<file path="src/rtl/ifetch_miss_queue_pkg.sv">
// Shared types for the ifetch miss queue.
// THREADS is the per-core hardware thread count.
package ifetch_miss_queue_pkg;

  localparam int THREADS = 4;
  localparam int ENTRY_IDX_W = $clog2(THREADS);
  localparam int CACHE_LINE_W = 26;

  typedef logic [CACHE_LINE_W-1:0] cache_line_index_t;
  typedef logic [ENTRY_IDX_W-1:0] local_thread_idx_t;
  typedef logic [ENTRY_IDX_W-1:0] imq_entry_idx_t;
  typedef logic [THREADS-1:0] thread_bitmap_t;

  typedef enum logic [1:0] {
    IMQ_FREE,
    IMQ_WAIT_ISSUE,
    IMQ_WAIT_RESPONSE
  } imq_state_t;

  typedef struct packed {
    imq_state_t        state;
    cache_line_index_t paddr;
    thread_bitmap_t    thread_bitmap;
  } imq_entry_t;

  function automatic thread_bitmap_t thread_onehot(
    input local_thread_idx_t t
  );
    return thread_bitmap_t'(1) << t;
  endfunction

endpackage

</file>
<file path="src/rtl/ifetch_miss_queue_rr_arbiter.sv">
// Round-robin arbiter; the pointer only moves past the
// granted requester when the update strobe fires.
module rr_arbiter #(
  parameter int NUM_REQUESTERS = 4,
  localparam int IDX_W = $clog2(NUM_REQUESTERS)
) (
  input  logic                      clk,
  input  logic                      reset,
  input  logic [NUM_REQUESTERS-1:0] request,
  input  logic                      update,
  input  logic [IDX_W-1:0]          update_idx,
  output logic                      grant_valid,
  output logic [IDX_W-1:0]          grant_idx
);

  logic [IDX_W-1:0] ptr;
  logic [IDX_W-1:0] start;
  logic [IDX_W-1:0] cand;

  // Search from the slot after an accepted grant in the same cycle.
  always_comb begin
    start = update ? update_idx + 1'b1 : ptr;
  end

  // First requester at or after the start position, wrapping.
  always_comb begin
    grant_valid = 1'b0;
    grant_idx   = '0;
    cand        = '0;
    for (int i = 0; i < NUM_REQUESTERS; i++) begin
      cand = start + IDX_W'(i);
      if (!grant_valid && request[cand]) begin
        grant_valid = 1'b1;
        grant_idx   = cand;
      end
    end
  end

  // Pointer advances past the winner on acceptance.
  always_ff @(posedge clk or negedge reset) begin
    if (!reset) begin
      ptr <= '0;
    end else if (update) begin
      ptr <= update_idx + 1'b1;
    end
  end

endmodule

</file>
<file path="src/rtl/ifetch_miss_queue.sv">
// I-cache miss queue: merges per-thread misses by line, issues
// fills round-robin, pulses wake bitmaps. Option: IFETCH_MISS_QUEUE_ECC_REFETCH_EN.
module ifetch_miss_queue
  import ifetch_miss_queue_pkg::*;
(
  input  logic                    clk,
  input  logic                    reset,
  input  logic                    ifd_cache_miss,
  input  logic [CACHE_LINE_W-1:0] ifd_cache_miss_paddr,
  input  logic [ENTRY_IDX_W-1:0]  ifd_cache_miss_thread_idx,
  input  logic                    ifd_ecc_error,
  input  logic [CACHE_LINE_W-1:0] ifd_ecc_paddr,
  output logic                    imq_request_valid,
  output logic [CACHE_LINE_W-1:0] imq_request_paddr,
  output logic [ENTRY_IDX_W-1:0]  imq_request_id,
  input  logic                    l2i_request_ack,
  input  logic                    l2i_response_valid,
  input  logic [ENTRY_IDX_W-1:0]  l2i_response_id,
  output logic [THREADS-1:0]      imq_wake_bitmap,
  output logic [ENTRY_IDX_W:0]    imq_pending_count
);

  imq_entry_t [THREADS-1:0] ent;
  imq_entry_t [THREADS-1:0] ent_nxt;

  logic              ecc_req;
  cache_line_index_t ecc_line;

`ifdef IFETCH_MISS_QUEUE_ECC_REFETCH_EN
  assign ecc_req  = ifd_ecc_error;
  assign ecc_line = ifd_ecc_paddr;
`else
  logic unused_ecc;
  assign unused_ecc = ^{ifd_ecc_error, ifd_ecc_paddr};
  assign ecc_req    = 1'b0;
  assign ecc_line   = '0;
`endif

  logic           miss_hit;
  logic           ecc_hit;
  logic           any_free;
  imq_entry_idx_t miss_hit_idx;
  imq_entry_idx_t ecc_hit_idx;
  imq_entry_idx_t free_idx;
  thread_bitmap_t busy_threads;

  // Line match against pending entries and lowest free slot.
  always_comb begin
    miss_hit     = 1'b0;
    ecc_hit      = 1'b0;
    any_free     = 1'b0;
    miss_hit_idx = '0;
    ecc_hit_idx  = '0;
    free_idx     = '0;
    busy_threads = '0;
    for (int i = THREADS - 1; i >= 0; i--) begin
      if (ent[i].state == IMQ_FREE) begin
        any_free = 1'b1;
        free_idx = imq_entry_idx_t'(i);
      end else begin
        busy_threads = busy_threads | ent[i].thread_bitmap;
        if (ent[i].paddr == ifd_cache_miss_paddr) begin
          miss_hit     = 1'b1;
          miss_hit_idx = imq_entry_idx_t'(i);
        end
        if (ent[i].paddr == ecc_line) begin
          ecc_hit     = 1'b1;
          ecc_hit_idx = imq_entry_idx_t'(i);
        end
      end
    end
  end

  logic miss_alloc;
  logic ecc_alloc;
  logic ack_fire;
  logic rsp_hit;

  assign miss_alloc = ifd_cache_miss && !miss_hit;
  assign ecc_alloc  = ecc_req && !miss_alloc
                   && !ecc_hit && any_free;
  assign ack_fire   = imq_request_valid && l2i_request_ack;
  assign rsp_hit    = l2i_response_valid
                   && ent[l2i_response_id].state
                      == IMQ_WAIT_RESPONSE;

  thread_bitmap_t wake_nxt;

  // Entry updates; merges land before the wake capture so a
  // thread joining a completing fill is woken with it.
  always_comb begin
    ent_nxt  = ent;
    wake_nxt = '0;
    if (ack_fire) begin
      ent_nxt[imq_request_id].state = IMQ_WAIT_RESPONSE;
    end
    if (ifd_cache_miss && miss_hit) begin
      ent_nxt[miss_hit_idx].thread_bitmap =
        ent[miss_hit_idx].thread_bitmap
        | thread_onehot(ifd_cache_miss_thread_idx);
    end
    if (miss_alloc && any_free) begin
      ent_nxt[free_idx] = '{
        state:         IMQ_WAIT_ISSUE,
        paddr:         ifd_cache_miss_paddr,
        thread_bitmap: thread_onehot(ifd_cache_miss_thread_idx)
      };
    end
    if (ecc_alloc) begin
      ent_nxt[free_idx] = '{
        state:         IMQ_WAIT_ISSUE,
        paddr:         ecc_line,
        thread_bitmap: '0
      };
    end
    if (rsp_hit) begin
      wake_nxt = ent_nxt[l2i_response_id].thread_bitmap;
      ent_nxt[l2i_response_id].state = IMQ_FREE;
    end
  end

  logic [ENTRY_IDX_W:0] count_nxt;
  logic [THREADS-1:0]   issue_req;

  // Occupancy and issue eligibility of the next state.
  always_comb begin
    count_nxt = '0;
    issue_req = '0;
    for (int i = 0; i < THREADS; i++) begin
      if (ent_nxt[i].state != IMQ_FREE) begin
        count_nxt = count_nxt + 1'b1;
      end
      issue_req[i] = ent_nxt[i].state == IMQ_WAIT_ISSUE;
    end
  end

  logic           grant_valid;
  imq_entry_idx_t grant_idx;

  rr_arbiter #(
    .NUM_REQUESTERS(THREADS)
  ) u_arb (
    .clk        (clk),
    .reset      (reset),
    .request    (issue_req),
    .update     (ack_fire),
    .update_idx (imq_request_id),
    .grant_valid(grant_valid),
    .grant_idx  (grant_idx)
  );

  // Entry array, wake pulse, count and the held request.
  always_ff @(posedge clk or negedge reset) begin
    if (!reset) begin
      ent               <= '0;
      imq_wake_bitmap   <= '0;
      imq_pending_count <= '0;
      imq_request_valid <= 1'b0;
      imq_request_paddr <= '0;
      imq_request_id    <= '0;
    end else begin
      ent               <= ent_nxt;
      imq_wake_bitmap   <= wake_nxt;
      imq_pending_count <= count_nxt;
      if (!imq_request_valid || l2i_request_ack) begin
        imq_request_valid <= grant_valid;
        if (grant_valid) begin
          imq_request_paddr <= ent_nxt[grant_idx].paddr;
          imq_request_id    <= grant_idx;
        end
      end
    end
  end

  // Flag stimulus the queue cannot legally receive.
  always_ff @(posedge clk) begin
    if (reset) begin
      assert (!(miss_alloc && !any_free))
        else $error("imq: allocation with no free entry");
      assert (!(ifd_cache_miss
                && (busy_threads
                    & thread_onehot(ifd_cache_miss_thread_idx))
                   != '0))
        else $error("imq: duplicate miss from waiting thread");
      assert (!(l2i_response_valid
                && ent[l2i_response_id].state == IMQ_WAIT_ISSUE))
        else $error("imq: response to unissued entry");
    end
  end

endmodule

</file>
<file path="config.mk">
export PLATFORM = sky130hd
export DESIGN_NAME = ifetch_miss_queue
export DESIGN_NICKNAME = d
export VERILOG_FILES = /design/src/rtl/ifetch_miss_queue_pkg.sv /design/src/rtl/ifetch_miss_queue_rr_arbiter.sv /design/src/rtl/ifetch_miss_queue.sv
export SDC_FILE = /design/constraint.sdc
export NUM_CORES = 1
export LEC_CHECK = 0
export ABC_CLOCK_PERIOD_IN_PS = 7000
export CAP_MARGIN = 20
export CORE_MARGIN = 1
export CORE_UTILIZATION = 42
export DETAILED_ROUTE_END_ITERATION = 16
export PLACE_DENSITY_LB_ADDON = 0.15
export SLEW_MARGIN = 25
export SYNTH_ARGS = -nofsm -noshare
export SYNTH_HDL_FRONTEND = slang
export SYNTH_SLANG_ARGS = --single-unit
</file>
<file path="constraint.sdc">
create_clock -name clk -period 7 [get_ports clk]
set_clock_uncertainty 0.15 [all_clocks]
set_input_delay 1.4 -clock clk [delete_from_list [all_inputs] [get_ports clk]]
set_output_delay 1.4 -clock clk [all_outputs]
set_load 0.02 [all_outputs]
</file>
==> reports/summary.txt <==
total global-route track usage = 0.241
Rows = 55
Async SR Flop Fraction = 1.00
final cell count without fillers = 1288
Core Area = 22800 um^2
Fin Hold WS = 0.378 ns
clock latency on the worst-skew pair = 0.44 ns
DIE WIDTH = 155 um
pwr/cell area = 591 nW/um^2
Critical Path RT = 7.23 ns
Num CTS Buffers = 17
drt wl/cell = 21.5 um
Cell Area, Synth = 9820 um^2
antenna violations before repair = 0
placed cell areas = 10700 um^2
H-Tree Depth = 4
Root Driver = clkbuf_16
uppermost routed layer = met4
cts repair resizes = 0
ANT cells = 0
EDFF count, synth = 0
Sink Count = 166
number of synthesized register bits = 166
Initial Util = 0.431
post-DR vias/cell = 5.71
Routed WL = 27.7 mm
CTS tree = yes
drt first pass iters = 4
Final Core Density = 0.495
Die Area = 24000 um^2
largest net degree at the start of global routing = 103
IO Count = 98
Max-Cap Viols = 0
post-DP HPWL = 19.3 mm
RSZ-0062 raised after global routing = false
final hold vios = 0
Filler cells = 2133
fmax = 171 MHz
post-route setup slack = 1.16 ns
post-synth top area share = 0.423
area of the multi-input gates = 5190 um^2
Synth area leaders = dfrtp_1 42%, mux2_2 8.9%, xor2_1 6.1%
worst hold path class = register to register
global-route wire length before repair = 43.8 mm
Final Cycle Share = 0.834
crit-path max FO = 20
drt initial violations = 494
Pins Over Slew Limit = 0
most common cell after layout, fill and taps aside = dfrtp_1
Die Span Y = 155 um
min cycle time layout = 5.84 ns
share of cells above drive strength 1 = 0.170
syn_area_per_cell = 10.6 um^2
run status = completed
Longest Clk Path Bufs = 2
Power Total = 6.66 mW
Synth cell types = 65
Cells after Synth = 923
prevailing post-synth register cell = dfrtp_1
vias in the first global route = 7300
Met1 Routed Length = 12.7 mm
Worst Max-Slew Pin Slew = 0.886 ns
Post-layout nets = 1031
warnings from Yosys = 0
Setup CP Type = primary input to register
Max IR drop VDD = 0.385 mV
Vias = 7358
Worst setup EP type = register
DR DRC count = 0
register area = 4150 um^2
final instance area = 11300 um^2
placed insts = 1256
cell taking the most area after synthesis = dfrtp_1
global route total overflow = 0
worst rel slew slack = 0.409
sequential area share after synthesis = 0.423
Clk pin slew, worst setup/hold paths = 0.07 ns
Final GP Congestion = 0.930
postcts setup bufs = 0
# port buffers = 70
Setup WS pre-CTS = 0.766 ns
final setup fails = 0
Syn Nets = 992
metal3 WL = 1.23 mm
startpoint types = primary input
data arrival time of the worst path = 6.07 ns
area delta synth->final = 14.8%
Routed met2 length = 13.2 mm
Lkg Pwr = 4.95 nW
Final ANT Viol Nets = 0
setup TNS = 0 ns
commonest cells after routing, fill and taps aside = 166 x dfrtp_1, 78 x mux2_2, 69 x clkdlybuf4s50_1
cts hold-fix bufs = 0
==> layout make-up <==
| class | instances | area share |
|---|---|---|
| clock buffer | 21 | 0.0408 |
| clock inverter | 11 | 0.00999 |
| inverter | 35 | 0.0117 |
| multi-input combinational | 656 | 0.460 |
| sequential | 166 | 0.368 |
| tap | 313 | 0.0347 |
| timing repair buffer | 86 | 0.0743 |
==> state kept, by name, indices dropped and copies added, names as in the netlist <==
name,cells
ent,128
imq_pending_count,3
imq_request_id,2
imq_request_paddr,26
imq_request_valid,1
imq_wake_bitmap,4
u_arb.ptr,2
==> cell families (layout without fill, tap and decap cells) <==
group | count (synthesis) | after routing | share of synthesized area
XOR/XNOR | 108 | 108 | 0.0963
buffers and inverters | 101 | 153 | 0.0515
AO/OA/AOI/OAI | 176 | 176 | 0.130
flip-flops | 166 | 166 | 0.423
adder cells (fa/ha/maj) | 7 | 7 | 0.00892
multiplexers | 136 | 136 | 0.160
AND/OR/NAND/NOR | 229 | 229 | 0.130
==> path summary, 6_finish.rpt <==
path | from | end | slack (ns) | cells past startpoint
min in group asynchronous | reset | ent[2] | 0.91 | 1
setup / recovery | ifd_cache_miss_paddr[0] | imq_request_paddr[25] | 1.16 | 12
max in group asynchronous | reset | imq_request_paddr[5] | 4.41 | 2
hold reg to reg | ent[107] | ent[107] | 0.38 | 1
hold / removal | ent[107] | ent[107] | 0.38 | 1
setup reg to reg | ent[105] | imq_request_paddr[25] | 2.41 | 11
==> layer usage <==
layer / global-route usage / up-vias
met5: 0 / -
met1: 0.329 / 3693
li1: - / 3439
met2: 0.395 / 195
met4: 0.0636 / 0
met3: 0.0415 / 31
==> cell usage after synthesis (5+ instances only) <==
cell,count
a21o_1,12
nand4_1,23
a211o_1,29
nand2_1,39
xnor2_1,40
buf_4,5
mux2_4,19
buf_2,38
a31oi_1,7
dfrtp_1,166
mux2_2,78
mux2_1,12
a311oi_1,26
nor3_1,17
buf_6,8
nor4_1,36
clkbuf_1,13
nand3_1,13
or2_2,6
and2_1,6
o22ai_1,12
ha_1,7
o21ai_0,24
mux2i_1,27
a21oi_1,39
xor2_1,68
nand3b_1,6
nor2b_1,29
nor2_1,32
inv_1,34
==> worst max-delay path, stage by stage <==
cell,delay [ns]
clkdlybuf4s50_1,0.68
xor2_1,0.19
nor4_1,0.40
nand4_1,0.21
nor4_1,0.60
and4bb_4,0.40
a31oi_1,0.31
nor4b_1,0.09
a31oi_1,0.36
nand3_2,0.57
a311oi_1,0.68
a211o_1,0.16
==> where the power goes <==
group          internal [mW]  switching [mW]
Clock                  0.516           0.422
Sequential              1.46           0.305
Combinational           1.75            2.22
No activity file was read; power rests on OpenSTA's default activity.
